### config.mk
export PLATFORM = sky130hd
export DESIGN_NAME = iob_config_loader_flat
export DESIGN_NICKNAME = d
export VERILOG_FILES = /design/src/rtl/iob_config_loader_pkg.sv /design/src/rtl/iob_config_loader_if.sv /design/src/rtl/iob_cfg_sync_hunt.sv /design/src/rtl/iob_config_loader.sv /design/src/flat_wrapper.sv
export SDC_FILE = /design/constraint.sdc
export NUM_CORES = 1
export LEC_CHECK = 0
export ABC_AREA = 1
export CORE_MARGIN = 2
export CORE_UTILIZATION = 55
export DETAILED_ROUTE_END_ITERATION = 7
export DONT_BUFFER_PORTS = 1
export PLACE_DENSITY = 0.75
export SYNTH_ARGS = -nofsm -noshare
export SYNTH_HDL_FRONTEND = slang
export SYNTH_SLANG_ARGS = --single-unit
export TNS_END_PERCENT = 30
### constraint.sdc
create_clock -name clk -period 4.35 [get_ports clk]
set_clock_uncertainty 0.05 [all_clocks]
set_input_delay 0.435 -clock clk [delete_from_list [all_inputs] [get_ports clk]]
set_output_delay 0.435 -clock clk [all_outputs]
set_load 0.02 [all_outputs]
### src/rtl/iob_config_loader_pkg.sv
// Shared types and defaults for the IOB configuration loader.
// The loader supports NUM_IOB >= 2 and WORD_W >= 2.
package iob_config_loader_pkg;

    localparam int          NUM_IOB_DEF   = 4;
    localparam int          WORD_W_DEF    = 8;
    localparam logic [7:0]  SYNC_WORD_DEF = 8'hA5;

    typedef enum logic [2:0] {
        HUNT,
        LOAD,
        CHECK,
        COMMIT,
        FAIL
    } cfg_state_t;

endpackage

### src/rtl/iob_config_loader_if.sv
// Serial configuration stream in, committed switch-enable words out.
interface iob_config_loader_if
    import iob_config_loader_pkg::*;
#(
    parameter int NUM_IOB = NUM_IOB_DEF,
    parameter int WORD_W  = WORD_W_DEF
);
    logic                        cfg_din;
    logic                        cfg_valid;
    logic                        cfg_clear;
    logic [NUM_IOB*WORD_W-1:0]   sram_con_bit;
    logic                        cfg_busy;
    logic                        cfg_done;
    logic                        cfg_error;

    modport master (
        output cfg_din, cfg_valid, cfg_clear,
        input  sram_con_bit, cfg_busy, cfg_done, cfg_error
    );

    modport slave (
        input  cfg_din, cfg_valid, cfg_clear,
        output sram_con_bit, cfg_busy, cfg_done, cfg_error
    );
endinterface

### src/rtl/iob_cfg_sync_hunt.sv
// Sliding 8-bit sync-pattern detector; match is a combinational pulse on the
// accepting edge so the FSM can leave HUNT on that same edge.
module iob_cfg_sync_hunt
    import iob_config_loader_pkg::*;
#(
    parameter logic [7:0] SYNC_WORD = SYNC_WORD_DEF
) (
    input  logic clk,
    input  logic rst,
    input  logic shift_en,
    input  logic clr,
    input  logic din,
    output logic match
);

    logic [7:0] hunt_q;
    logic [7:0] hunt_d;
    logic [7:0] hunt_shift;

    assign hunt_shift = {hunt_q[6:0], din};
    assign match      = shift_en && !clr && (hunt_shift == SYNC_WORD);

    always_comb begin
        hunt_d = hunt_q;
        if (clr) begin
            hunt_d = '0;
        end else if (shift_en) begin
            hunt_d = hunt_shift;
        end
    end

    always_ff @(posedge clk or posedge rst) begin
        if (rst) begin
            hunt_q <= '0;
        end else begin
            hunt_q <= hunt_d;
        end
    end

endmodule

### src/rtl/iob_config_loader.sv
// Frame loader: sync, NUM_IOB words, XOR checksum; commits all words to the
// IOB switch enables atomically, only on a matching checksum.
module iob_config_loader
    import iob_config_loader_pkg::*;
#(
    parameter int         NUM_IOB   = NUM_IOB_DEF,
    parameter int         WORD_W    = WORD_W_DEF,
    parameter logic [7:0] SYNC_WORD = SYNC_WORD_DEF
) (
    input  logic                 clk,
    input  logic                 rst,
    iob_config_loader_if.slave   cfg_bus
);

    localparam int TOTAL_W = NUM_IOB * WORD_W;
    localparam int CNT_W   = $clog2(TOTAL_W);
    localparam int WBIT_W  = (WORD_W > 1) ? $clog2(WORD_W) : 1;

    cfg_state_t          state_q, state_d;
    logic [TOTAL_W-1:0]  shadow_q, shadow_d;
    logic [TOTAL_W-1:0]  sram_q, sram_d;
    logic [WORD_W-1:0]   word_q, word_d;
    logic [WORD_W-1:0]   xor_q, xor_d;
    logic [CNT_W-1:0]    bit_cnt_q, bit_cnt_d;
    logic [WBIT_W-1:0]   wbit_q, wbit_d;

    logic [WORD_W-1:0]   word_shift;
    logic                word_last;
    logic                sync_match;
    logic                hunt_shift_en;
    logic                hunt_clr;

    assign word_shift    = {word_q[WORD_W-2:0], cfg_bus.cfg_din};
    assign word_last     = (wbit_q == WBIT_W'(WORD_W - 1));
    assign hunt_shift_en = cfg_bus.cfg_valid && (state_q == HUNT);
    assign hunt_clr      = cfg_bus.cfg_clear || (state_q != HUNT);

    iob_cfg_sync_hunt #(
        .SYNC_WORD (SYNC_WORD)
    ) u_sync_hunt (
        .clk      (clk),
        .rst      (rst),
        .shift_en (hunt_shift_en),
        .clr      (hunt_clr),
        .din      (cfg_bus.cfg_din),
        .match    (sync_match)
    );

    // Completed words enter the shadow from the top, so the first word ends up in IOB 0's slot.
    always_comb begin
        state_d   = state_q;
        shadow_d  = shadow_q;
        sram_d    = sram_q;
        word_d    = word_q;
        xor_d     = xor_q;
        bit_cnt_d = bit_cnt_q;
        wbit_d    = wbit_q;

        if (cfg_bus.cfg_clear) begin
            state_d   = HUNT;
            shadow_d  = '0;
            sram_d    = '0;
            word_d    = '0;
            xor_d     = '0;
            bit_cnt_d = '0;
            wbit_d    = '0;
        end else begin
            unique case (state_q)
                HUNT: begin
                    if (sync_match) begin
                        state_d = LOAD;
                    end
                end
                LOAD: begin
                    if (cfg_bus.cfg_valid) begin
                        word_d    = word_shift;
                        bit_cnt_d = bit_cnt_q + CNT_W'(1);
                        wbit_d    = wbit_q + WBIT_W'(1);
                        if (word_last) begin
                            wbit_d   = '0;
                            shadow_d = {word_shift, shadow_q[TOTAL_W-1:WORD_W]};
                            xor_d    = xor_q ^ word_shift;
                        end
                        if (bit_cnt_q == CNT_W'(TOTAL_W - 1)) begin
                            bit_cnt_d = '0;
                            state_d   = CHECK;
                        end
                    end
                end
                CHECK: begin
                    if (cfg_bus.cfg_valid) begin
                        word_d = word_shift;
                        wbit_d = wbit_q + WBIT_W'(1);
                        // Loading sram here makes the new config land together with done.
                        if (word_last) begin
                            wbit_d = '0;
                            if (word_shift == xor_q) begin
                                sram_d  = shadow_q;
                                state_d = COMMIT;
                            end else begin
                                state_d = FAIL;
                            end
                        end
                    end
                end
                COMMIT, FAIL: begin
                    state_d   = HUNT;
                    shadow_d  = '0;
                    word_d    = '0;
                    xor_d     = '0;
                    bit_cnt_d = '0;
                    wbit_d    = '0;
                end
                default: begin
                    state_d = HUNT;
                end
            endcase
        end
    end

    always_ff @(posedge clk or posedge rst) begin
        if (rst) begin
            state_q   <= HUNT;
            shadow_q  <= '0;
            sram_q    <= '0;
            word_q    <= '0;
            xor_q     <= '0;
            bit_cnt_q <= '0;
            wbit_q    <= '0;
        end else begin
            state_q   <= state_d;
            shadow_q  <= shadow_d;
            sram_q    <= sram_d;
            word_q    <= word_d;
            xor_q     <= xor_d;
            bit_cnt_q <= bit_cnt_d;
            wbit_q    <= wbit_d;
        end
    end

    assign cfg_bus.sram_con_bit = sram_q;
    assign cfg_bus.cfg_busy     = (state_q == LOAD) || (state_q == CHECK);
    assign cfg_bus.cfg_done     = (state_q == COMMIT);
    assign cfg_bus.cfg_error    = (state_q == FAIL);

endmodule

### src/flat_wrapper.sv
// flat-port wrapper written by rule: the top's interface ports become plain ports
module iob_config_loader_flat import iob_config_loader_pkg::*;
#(
    parameter int         NUM_IOB   = NUM_IOB_DEF,
    parameter int         WORD_W    = WORD_W_DEF,
    parameter logic [7:0] SYNC_WORD = SYNC_WORD_DEF
)
  (clk, rst, cfg_bus_cfg_din, cfg_bus_cfg_valid, cfg_bus_cfg_clear, cfg_bus_sram_con_bit, cfg_bus_cfg_busy, cfg_bus_cfg_done, cfg_bus_cfg_error);
  iob_config_loader_if #(.NUM_IOB(NUM_IOB), .WORD_W(WORD_W)) cfg_bus_i ();
  input  logic clk;
  input  logic rst;
  input wire logic [$bits(cfg_bus_i.cfg_din)-1:0] cfg_bus_cfg_din;
  input wire logic [$bits(cfg_bus_i.cfg_valid)-1:0] cfg_bus_cfg_valid;
  input wire logic [$bits(cfg_bus_i.cfg_clear)-1:0] cfg_bus_cfg_clear;
  output wire logic [$bits(cfg_bus_i.sram_con_bit)-1:0] cfg_bus_sram_con_bit;
  output wire logic [$bits(cfg_bus_i.cfg_busy)-1:0] cfg_bus_cfg_busy;
  output wire logic [$bits(cfg_bus_i.cfg_done)-1:0] cfg_bus_cfg_done;
  output wire logic [$bits(cfg_bus_i.cfg_error)-1:0] cfg_bus_cfg_error;
  assign cfg_bus_i.cfg_din = cfg_bus_cfg_din;
  assign cfg_bus_i.cfg_valid = cfg_bus_cfg_valid;
  assign cfg_bus_i.cfg_clear = cfg_bus_cfg_clear;
  assign cfg_bus_sram_con_bit = cfg_bus_i.sram_con_bit;
  assign cfg_bus_cfg_busy = cfg_bus_i.cfg_busy;
  assign cfg_bus_cfg_done = cfg_bus_i.cfg_done;
  assign cfg_bus_cfg_error = cfg_bus_i.cfg_error;
  iob_config_loader #(.NUM_IOB(NUM_IOB), .WORD_W(WORD_W), .SYNC_WORD(SYNC_WORD)) u_core (.clk(clk), .rst(rst), .cfg_bus(cfg_bus_i));
endmodule
==> run_summary.xml <==
<?xml version="1.0" encoding="UTF-8"?>
<metrics>
  <group name="placed_design">
    <metric name="pre_cts_slack" unit="ps">1285</metric>
    <metric name="placed_wire_length_estimate_after_detailed_placement" unit="um">6028</metric>
    <metric name="io_buffer_count" unit="">0</metric>
    <metric name="gpl.final_weighted_congestion" unit="">0.8158</metric>
  </group>
  <group name="route">
    <metric name="first_iter_violations" unit="">205</metric>
    <metric name="num_vias" unit="">3613</metric>
    <metric name="postRouteAntennaNets" unit="">0</metric>
    <metric name="viasPerCell" unit="">5.321</metric>
    <metric name="drt-pass1-iter-count" unit="">6</metric>
    <metric name="avgRoutedWirePerCell" unit="um">13.36</metric>
    <metric name="wl" unit="um">9071</metric>
    <metric name="drc_errors" unit="">0</metric>
  </group>
  <group name="synthesis">
    <metric name="seq_total_area_yosys" unit="">0.5322</metric>
    <metric name="synth_ff_type" unit="">sky130_fd_sc_hd__dfrtp_1</metric>
    <metric name="ys_async_sr_fraction" unit="">1.000</metric>
    <metric name="post_syn_nets" unit="">590</metric>
    <metric name="synth-warning-count" unit="">0</metric>
    <metric name="synth_area_per_cell" unit="um^2">7.850</metric>
    <metric name="number_of_synthesized_register_bits" unit="">97</metric>
    <metric name="netlist_instances" unit="">581</metric>
    <metric name="post_synth_instance_area" unit="um^2">4561</metric>
    <metric name="synth_enable_flop_cells" unit="">0</metric>
    <metric name="synth_top_cells_by_area" unit="">sky130_fd_sc_hd__dfrtp_1 (53%), sky130_fd_sc_hd__nand2_1 (17%), sky130_fd_sc_hd__inv_1 (5.3%)</metric>
    <metric name="yosysTopAreaCellShare" unit="">0.5322</metric>
    <metric name="netlist-cell-type-count" unit="">22</metric>
    <metric name="synthDominantAreaCellType" unit="">sky130_fd_sc_hd__dfrtp_1</metric>
  </group>
  <group name="die">
    <metric name="pin_count" unit="">40</metric>
    <metric name="floorplan.rows" unit="">33</metric>
    <metric name="die_height" unit="um">95.06</metric>
    <metric name="floorplan.initialDensity" unit="">0.5607</metric>
    <metric name="core_area" unit="um^2">8134</metric>
    <metric name="die_width" unit="um">95.06</metric>
    <metric name="design.die.area" unit="um^2">9036</metric>
  </group>
  <group name="cells_and_area">
    <metric name="synthToLayoutAreaGrowth" unit="%">5.213</metric>
    <metric name="antenna_cells_inserted" unit="">0</metric>
    <metric name="filler_cell_count" unit="">700</metric>
    <metric name="final_layout_size_suffix_gt1_frac" unit="">0.07317</metric>
    <metric name="sequential_cell_area" unit="um^2">2427</metric>
    <metric name="postLayoutCoreUtil" unit="">0.5899</metric>
    <metric name="multi_input_logic_area" unit="um^2">1737</metric>
    <metric name="layout.nets" unit="">578</metric>
  </group>
  <group name="timing">
    <metric name="max-slew-margin-rel" unit="">0.2036</metric>
    <metric name="timing.setup.tns" unit="ps">0</metric>
    <metric name="timing.final.crit_period" unit="ps">3072</metric>
    <metric name="worstMarginPinSlew" unit="ps">1191</metric>
    <metric name="rsz0062_at_grt" unit="">false</metric>
    <metric name="crit_share_post_route" unit="">0.7061</metric>
    <metric name="hold_slack" unit="ps">195.0</metric>
    <metric name="setup_viol_count_final" unit="">0</metric>
    <metric name="fmax" unit="GHz">0.3256</metric>
    <metric name="fin_ws" unit="ps">1278</metric>
    <metric name="report.final.slew_viol_count" unit="">0</metric>
    <metric name="final_hold_viol_count" unit="">0</metric>
  </group>
  <group name="worst_setup_path">
    <metric name="crit_type" unit="">reg -&gt; reg</metric>
    <metric name="critical_register_to_register_path_endpoint" unit="">u_core.xor_q[1]$_DFFE_PP0P_</metric>
    <metric name="worstPathArrival" unit="ps">3280</metric>
    <metric name="worstRegToRegCells" unit="">10</metric>
    <metric name="timing.critical_path.to_type" unit="">register</metric>
    <metric name="cp.required" unit="ps">4560</metric>
    <metric name="worst-path-max-fanout" unit="">42</metric>
    <metric name="timing.reg2reg.setup_slack" unit="ps">1280</metric>
    <metric name="crit-reg2reg-launch" unit="">u_core.wbit_q[0]$_DFFE_PP0P_</metric>
    <metric name="worstSetupStartpointType" unit="">register</metric>
  </group>
  <group name="global_route">
    <metric name="globalRouteOverflowTotal" unit="">0</metric>
    <metric name="antenna_found_initial" unit="">0</metric>
    <metric name="grt_use_total" unit="">0.2212</metric>
    <metric name="first_global_vias" unit="">3395</metric>
    <metric name="grt_pass1_wl" unit="um">15720</metric>
    <metric name="grt_start_max_net_pins" unit="">50</metric>
  </group>
  <group name="clock_tree">
    <metric name="cts.reportedPaths.clkPinSlew" unit="ps">110</metric>
    <metric name="clock_tree.htree_level_count" unit="">3</metric>
    <metric name="postCtsResizedCells" unit="">0</metric>
    <metric name="cts_tree" unit="">yes</metric>
    <metric name="cts.path.max_buffers" unit="">2</metric>
    <metric name="cts_buffer_count" unit="">9</metric>
    <metric name="clock-root-buffer" unit="">sky130_fd_sc_hd__clkbuf_8</metric>
    <metric name="clock_sink_count" unit="">97</metric>
    <metric name="clkLatencyLatePin" unit="ps">370</metric>
    <metric name="cts_setup_buffers" unit="">0</metric>
  </group>
  <group name="min_path">
    <metric name="holdCritPathClass" unit="">in -&gt; reg</metric>
    <metric name="holdPathStages" unit="">3</metric>
    <metric name="min_delay_worst_endpoint" unit="">u_core.cfg_bus.sram_con_bit[7]$_DFFE_PP0P_</metric>
    <metric name="min-delay-start" unit="">cfg_bus_cfg_clear</metric>
  </group>
  <group name="power">
    <metric name="worst_ir_drop_vdd" unit="V">0.0003096</metric>
    <metric name="power_density" unit="nW/um^2">502.4</metric>
    <metric name="cellLeakagePower" unit="nW">2.383</metric>
    <metric name="post-layout-total-power" unit="W">0.002411</metric>
  </group>
  <group name="outcome">
    <metric name="outcome" unit="">finished, final reports clean</metric>
  </group>
  <group name="job">
    <metric name="max-cap-violations" unit="">0</metric>
  </group>
</metrics>
-- worst max-delay path: stages (launching register included) --
cell and delay (ps):
sky130_fd_sc_hd__dfrtp_1 410, sky130_fd_sc_hd__ha_1 210, sky130_fd_sc_hd__ha_1 190, sky130_fd_sc_hd__inv_1 60, sky130_fd_sc_hd__nand2_2 360, sky130_fd_sc_hd__nand2_1 260
sky130_fd_sc_hd__inv_2 70, sky130_fd_sc_hd__o21ai_4 740, sky130_fd_sc_hd__inv_2 370, sky130_fd_sc_hd__nand2_1 180, sky130_fd_sc_hd__o21ai_2 60
-- synthesized netlist by cell type, types with 6 or more instances --
library cell / n
sky130_fd_sc_hd__nand3_1: 9
sky130_fd_sc_hd__o22ai_1: 7
sky130_fd_sc_hd__inv_1: 65
sky130_fd_sc_hd__nand4_1: 33
sky130_fd_sc_hd__o21ai_1: 15
sky130_fd_sc_hd__buf_2: 17
sky130_fd_sc_hd__nor2_1: 57
sky130_fd_sc_hd__dfrtp_1: 97
sky130_fd_sc_hd__inv_2: 6
sky130_fd_sc_hd__o21ai_0: 33
sky130_fd_sc_hd__nand2_1: 208
sky130_fd_sc_hd__o21ai_2: 9
sky130_fd_sc_hd__clkbuf_1: 10
-- per-layer routing --
layer	up-vias	wire length, um	GRT usage
met2	104	4364	0.3621
met5	-	0	0
met3	8	568	0.05296
met4	0	112	0.06280
li1	1803	-	-
met1	1698	4025	0.2950
-- flip-flops by register name, indices dropped and copies added (netlist names) --
name,flops
u_core.cfg_bus.sram_con_bit,32
u_core.shadow_q,32
u_core.xor_q,8
u_core.u_sync_hunt.hunt_q,7
u_core.word_q,7
u_core.bit_cnt_q,5
u_core.state_q,3
u_core.wbit_q,3
-- cells by family (layout without fill, tap and decap cells) --
kind of cell | after synthesis | count (layout) | share of synthesized area
AO/OA/AOI/OAI | 68 | 68 | 0.08642
XOR/XNOR | 1 | 1 | 0.001921
adder cells (fa/ha/maj) | 4 | 4 | 0.01097
buffers and inverters | 99 | 92 | 0.08779
flip-flops | 97 | 97 | 0.5322
AND/OR/NAND/NOR | 312 | 312 | 0.2807
-- worst max path at each step --
stage	startpoint	endpoint	slack (ps)	depth (start not counted)
after floorplan	rst	u_core.bit_cnt_q[0]$_DFFE_PP0P_	1330	1
after global placement	u_core.wbit_q[0]$_DFFE_PP0P_	u_core.xor_q[4]$_DFFE_PP0P_	1430	10
after detailed placement	u_core.wbit_q[0]$_DFFE_PP0P_	u_core.xor_q[1]$_DFFE_PP0P_	1280	10
after CTS	u_core.wbit_q[0]$_DFFE_PP0P_	u_core.xor_q[1]$_DFFE_PP0P_	1300	10
after global routing	u_core.wbit_q[0]$_DFFE_PP0P_	u_core.xor_q[1]$_DFFE_PP0P_	1030	10
final	u_core.wbit_q[0]$_DFFE_PP0P_	u_core.xor_q[1]$_DFFE_PP0P_	1280	10
-- cell type report --
cell class / count / area share
clock inverters: 6 / 0.01173
well taps: 105 / 0.02738
repair buffers: 5 / 0.008344
inverters: 71 / 0.05606
multi-input cells: 385 / 0.3619
clock buffers: 10 / 0.02868
flip-flops and latches: 97 / 0.5059
-- stage by stage --
step,instance area (um^2),std cells
after floorplan,4561,581
after global placement,4594,662
after detailed placement,4594,662
after CTS,4798,679
after global routing,4798,679
final,4798,679
-- layout by cell type, fill, tap and decap left out, types with 4 or more instances in the layout --
| master | n |
|---|---|
| sky130_fd_sc_hd__nand2_1 | 208 |
| sky130_fd_sc_hd__dfrtp_1 | 97 |
| sky130_fd_sc_hd__inv_1 | 64 |
| sky130_fd_sc_hd__nor2_1 | 57 |
| sky130_fd_sc_hd__o21ai_0 | 33 |
| sky130_fd_sc_hd__nand4_1 | 33 |
| sky130_fd_sc_hd__o21ai_1 | 14 |
| sky130_fd_sc_hd__o21ai_2 | 10 |
| sky130_fd_sc_hd__clkbuf_8 | 10 |
| sky130_fd_sc_hd__nand3_1 | 9 |
| sky130_fd_sc_hd__o22ai_1 | 7 |
| sky130_fd_sc_hd__inv_2 | 6 |
| sky130_fd_sc_hd__ha_1 | 4 |
| sky130_fd_sc_hd__buf_4 | 4 |
-- repair_timing --
item	in CTS	in global routing
hold buffers	1	0
endpoints found under the setup margin	0	0
endpoints found under the hold margin	48	0
-- report_power, final --
group | total, W | switching [W] | internal [W]
clock network | 0.000578 | 0.000340 | 0.000238
logic | 0.000679 | 0.000503 | 0.000176
registers | 0.00115 | 0.000126 | 0.00103
(Power assumes the default switching activity.)
